## src/rtl/stream_packer.sv

```systemverilog
// Width-converting packer: gathers BEATS narrow beats (little-endian) into one wide word,
// with early close on in_last, an assembly register and an output register for full throughput.
module stream_packer #(
  parameter int DATA_WIDTH = 8,
  parameter int BEATS      = 4
) (
  input  logic                          clk,
  input  logic                          rst,
  input  logic [DATA_WIDTH-1:0]         in_data,
  input  logic                          in_valid,
  input  logic                          in_last,
  output logic                          in_ready,
  output logic [DATA_WIDTH*BEATS-1:0]   out_data,
  output logic [BEATS-1:0]              out_keep,
  output logic                          out_last,
  output logic                          out_valid,
  input  logic                          out_ready
);

  localparam int CW = (BEATS > 1) ? $clog2(BEATS) : 1;
  localparam int WW = DATA_WIDTH * BEATS;
  localparam logic [CW-1:0] LAST_SLOT = CW'(BEATS - 1);

  logic [WW-1:0]    asmData_q, asmData_d;
  logic [BEATS-1:0] asmKeep_q, asmKeep_d;
  logic             asmLast_q, asmLast_d;
  logic [CW-1:0]    cnt_q, cnt_d;
  logic             done_q, done_d;
  logic [WW-1:0]    outData_q, outData_d;
  logic [BEATS-1:0] outKeep_q, outKeep_d;
  logic             outLast_q, outLast_d;
  logic             outValid_q, outValid_d;

  logic             slotFree;
  logic             accept;
  logic             complete;
  logic             loadOut;
  logic [WW-1:0]    wordData;
  logic [BEATS-1:0] wordKeep;

  // in_ready depends only on the done register (plus reset), never on out_ready.
  assign in_ready  = rst && !done_q;
  assign out_data  = outData_q;
  assign out_keep  = outKeep_q;
  assign out_last  = outLast_q;
  assign out_valid = outValid_q;

  always_comb begin
    slotFree   = !outValid_q || out_ready;
    accept     = in_valid && in_ready;
    complete   = accept && ((cnt_q == LAST_SLOT) || in_last);
    wordData   = asmData_q;
    wordKeep   = asmKeep_q;
    loadOut    = 1'b0;
    asmData_d  = asmData_q;
    asmKeep_d  = asmKeep_q;
    asmLast_d  = asmLast_q;
    cnt_d      = cnt_q;
    done_d     = done_q;
    outData_d  = outData_q;
    outKeep_d  = outKeep_q;
    outLast_d  = outLast_q;
    outValid_d = outValid_q;

    for (int k = 0; k < BEATS; k++) begin
      if (cnt_q == CW'(k)) begin
        wordData[k*DATA_WIDTH +: DATA_WIDTH] = in_data;
        wordKeep[k] = 1'b1;
      end
    end

    // A held (done) word has priority; no beat can be accepted while done is set.
    if (done_q) begin
      if (slotFree) begin
        loadOut   = 1'b1;
        outData_d = asmData_q;
        outKeep_d = asmKeep_q;
        outLast_d = asmLast_q;
        asmData_d = '0;
        asmKeep_d = '0;
        asmLast_d = 1'b0;
        cnt_d     = '0;
        done_d    = 1'b0;
      end
    end else if (complete) begin
      if (slotFree) begin
        loadOut   = 1'b1;
        outData_d = wordData;
        outKeep_d = wordKeep;
        outLast_d = in_last;
        asmData_d = '0;
        asmKeep_d = '0;
        asmLast_d = 1'b0;
        cnt_d     = '0;
      end else begin
        asmData_d = wordData;
        asmKeep_d = wordKeep;
        asmLast_d = in_last;
        done_d    = 1'b1;
      end
    end else if (accept) begin
      asmData_d = wordData;
      asmKeep_d = wordKeep;
      cnt_d     = cnt_q + CW'(1);
    end

    if (loadOut) begin
      outValid_d = 1'b1;
    end else if (out_ready) begin
      outValid_d = 1'b0;
    end
  end

  always_ff @(posedge clk) begin
    if (!rst) begin
      asmData_q  <= '0;
      asmKeep_q  <= '0;
      asmLast_q  <= 1'b0;
      cnt_q      <= '0;
      done_q     <= 1'b0;
      outData_q  <= '0;
      outKeep_q  <= '0;
      outLast_q  <= 1'b0;
      outValid_q <= 1'b0;
    end else begin
      asmData_q  <= asmData_d;
      asmKeep_q  <= asmKeep_d;
      asmLast_q  <= asmLast_d;
      cnt_q      <= cnt_d;
      done_q     <= done_d;
      outData_q  <= outData_d;
      outKeep_q  <= outKeep_d;
      outLast_q  <= outLast_d;
      outValid_q <= outValid_d;
    end
  end

endmodule

```

## config.mk

```make
export PLATFORM = sky130hd
export DESIGN_NAME = stream_packer
export DESIGN_NICKNAME = d
export VERILOG_FILES = /design/src/rtl/stream_packer.sv
export SDC_FILE = /design/constraint.sdc
export NUM_CORES = 1
export LEC_CHECK = 0
export ABC_CLOCK_PERIOD_IN_PS = 2200
export CAP_MARGIN = 20
export CORE_UTILIZATION = 30
export DETAILED_ROUTE_END_ITERATION = 6
export PLACE_DENSITY_LB_ADDON = 0.15
export SKIP_CTS_REPAIR_TIMING = 1
export SYNTH_ARGS = -nofsm -noshare
export SYNTH_HDL_FRONTEND = slang
export SYNTH_SLANG_ARGS = --single-unit
```

## constraint.sdc

```tcl
create_clock -name clk -period 2.2 [get_ports clk]
set_input_delay 0.44 -clock clk [delete_from_list [all_inputs] [get_ports clk]]
set_output_delay 0.44 -clock clk [all_outputs]
set_load 0.005 [all_outputs]
```

==> flow_summary.yaml <==
global_routing:
  grt_most_used_layer: "met2"
  grt_pass1_wl_mm: 12.9
  gr-usage-met3_pct: 3.15
  number_of_antenna_violations_at_the_first_check_in_global_routing: 0
  grt-ovfl-total: 0
  gr-usage-met1_pct: 19.7
  grt_max_degree: 40
  first_global_vias: 2489
  global_routing_usage_summed_across_all_routing_layers_pct: 14.4
  grt.met2_usage_pct: 21.7
floorplan:
  placementRows: 38
  die_span_in_x_um: 108
  core_region_area_um2: 10900
  initial_util_pct: 30.8
  die-height_um: 108
  num_io_pins: 52
  dieArea_um2: 11600
placed_design:
  place_ws_ns: 0.0980
  dp.cells: 495
  placed_area_um2: 4020
  place.detailed.hpwl_mm: 5.31
  place.gp.congestion: 0.752
  numPortBuffers: 51
sta:
  setup_slack_ns: 0.228
  max_clock_freq_ghz: 0.507
  tightest_slew_ns: 0.453
  finalHoldViolCount: 0
  grt_setup_unrepaired: "false"
  skew_ns: 0.0152
  finalSetupTns_ns: 0
  fin_hold_ws_ns: 0.466
  slew_violations: 0
  period_share_pct: 89.7
  relative_max_transition_margin_pct: 69.7
  layout_min_cycle_time_ns: 1.97
  setup_violations: 0
clock_network:
  cts.path.max_buffers: 2
  htree_num_levels: 3
  insertion_delay_ns: 0.35
  cts_inserted_buffers: 9
  cts.reportedPaths.clkPinSlew_ns: 0.09
  clk_root_buffer_cell: "clkbuf_8"
  tritoncts: "yes"
  clock_sinks: 78
final_layout:
  layout.nets: 387
  n_antenna_cell: 0
  area_overhead_vs_synth_pct: 25.8
  fin_cells: 511
  final.fill_count: 1108
  drive_above_1_share_pct: 9.97
  multi_input_area_um2: 1620
  post-route-cell-area_um2: 4220
  regArea_um2: 1560
logic_synthesis:
  synth.avg_cell_area_um2: 10.3
  post_synth_net_total: 346
  ys_seq_area_share_pct: 46.5
  synthTopCellsByArea: "dfxtp_1, mux2i_1, o211a_1"
  netlist_area_um2: 3350
  ys_seq_elements: 78
  yosys.cell_types.count: 28
  synthDominantCellAreaShare_pct: 46.5
  synthDominantAreaCellType: "dfxtp_1"
  synthesis.instances: 325
  synth_warnings: 0
drt:
  drc: 0
  postRouteWirelength_mm: 7.77
  vias: 2561
  post_drt_wl_per_cell_um: 15.2
  vias_per_cell: 5.01
  detailedRoute.firstPassIterationCount: 5
  drt_iter0_markers: 107
  antenna_violating_nets_post_route: 0
job:
  max_cap_violations: 0
hold_path:
  worstHoldPathType: "flop to flop"
  hold_path_depth: 1
power_and_ir_drop:
  p_per_area_nw_per_um2: 703
  power.static_leakage_nw: 1.88
  vdd.ir_drop.worst_mv: 0.410
status:
  status: "finished clean"
setup_path:
  cp_data_arrival_time_ns: 1.53
  crit_fanout: 13
  criticalPathCategory: "flop to output port"
  required_ns: 1.76
  timing.critical_path.from_type: "flop"
  worstRegToRegCells: 7
  cp-end-kind: "output port"
[report_power, final]
group          switching, W  leakage [nW]  total (W)  internal [W]
registers         0.0000284         0.634    0.00149       0.00146
clock network      0.000518        0.0996    0.00110      0.000586
logic              0.000185          1.15   0.000370      0.000185
[critical path: stages, from the launching register on]
cell	delay, ns
dfxtp_1	0.61
nor2b_1	0.10
clkdlybuf4s50_1	0.47
[cell usage after synthesis (all sizes together)]
library cell,instances
a21oi,14
a31oi,1
a32o,32
a41o,1
and2b,1
and3,2
buf,23
clkbuf,12
dfxtp,78
ha,8
inv,3
mux2i,33
nand2,40
nand2b,2
nand3,1
nor2,11
nor2b,10
nor3b,1
nor4,1
o211a,33
o211ai,2
o21a,2
o21ai,14
[cell families after synthesis]
group / Yosys count / synth area share (%)
compound gates: 99 / 26.0
fa+ha+maj: 8 / 2.98
flops: 78 / 46.5
buf+inv: 38 / 5.45
simple gates: 69 / 9.18
mux: 33 / 9.85
[state kept, by name (all words and copies together) (netlist names)]
register   cells
out_last       1
asmData_q     32
out_data      32
asmKeep_q      4
out_keep       4
out_valid      1
asmLast_q      1
cnt_q          2
done_q         1
[stage by stage]
step / utilization, % / total power, W
5_1_grt: 38.7 / 0.00311
4_1_cts: 38.7 / 0.00301
3_5_place_dp: 36.9 / 0.00190
6_report: 38.7 / 0.00297
2_1_floorplan: - / 0.00173
3_3_place_gp: 36.9 / 0.00190
[final timing paths]
kind | to | slack [ns] | start
worst min-delay path | asmData_q[29] | 0.47 | asmData_q[29]
worst min register to register | asmData_q[29] | 0.47 | asmData_q[29]
worst max-delay path | in_ready | 0.23 | done_q
worst max register to register | out_data[4] | 0.34 | cnt_q[0]
[layout by cell type, fill, tap and decap left out, types with 2 or more instances in the layout]
cell	instances
dfxtp_1	78
clkdlybuf4s50_1	50
nand2_1	40
mux2i_1	33
o211a_1	33
a32o_1	32
a21oi_1	13
clkbuf_8	11
buf_4	11
nor2b_1	10
nor2_1	10
o21ai_0	10
ha_1	8
o21ai_2	4
inv_1	3
buf_12	3
o21a_1	2
nand2b_1	2
and3_1	2
clkbuf_1	2
[metal layers]
layer / share of wire [%] / vias to the layer above
li1: - / 1270
met1: 51 / 1229
met2: 43 / 52
met3: 4.4 / 10
met4: 1.4 / 0
met5: 0 / -
[final cells by class]
| cell class | instances | share of cell area, % |
|---|---|---|
| Clock buffer | 13 | 3.77 |
| Clock inverter | 3 | 1.01 |
| Inverter | 3 | 0.267 |
| Multi-Input combinational cell | 209 | 38.4 |
| Sequential cell | 78 | 37.0 |
| Tap cell | 140 | 4.15 |
| Timing Repair Buffer | 65 | 15.4 |
No activity file was read; power rests on OpenSTA's default activity.
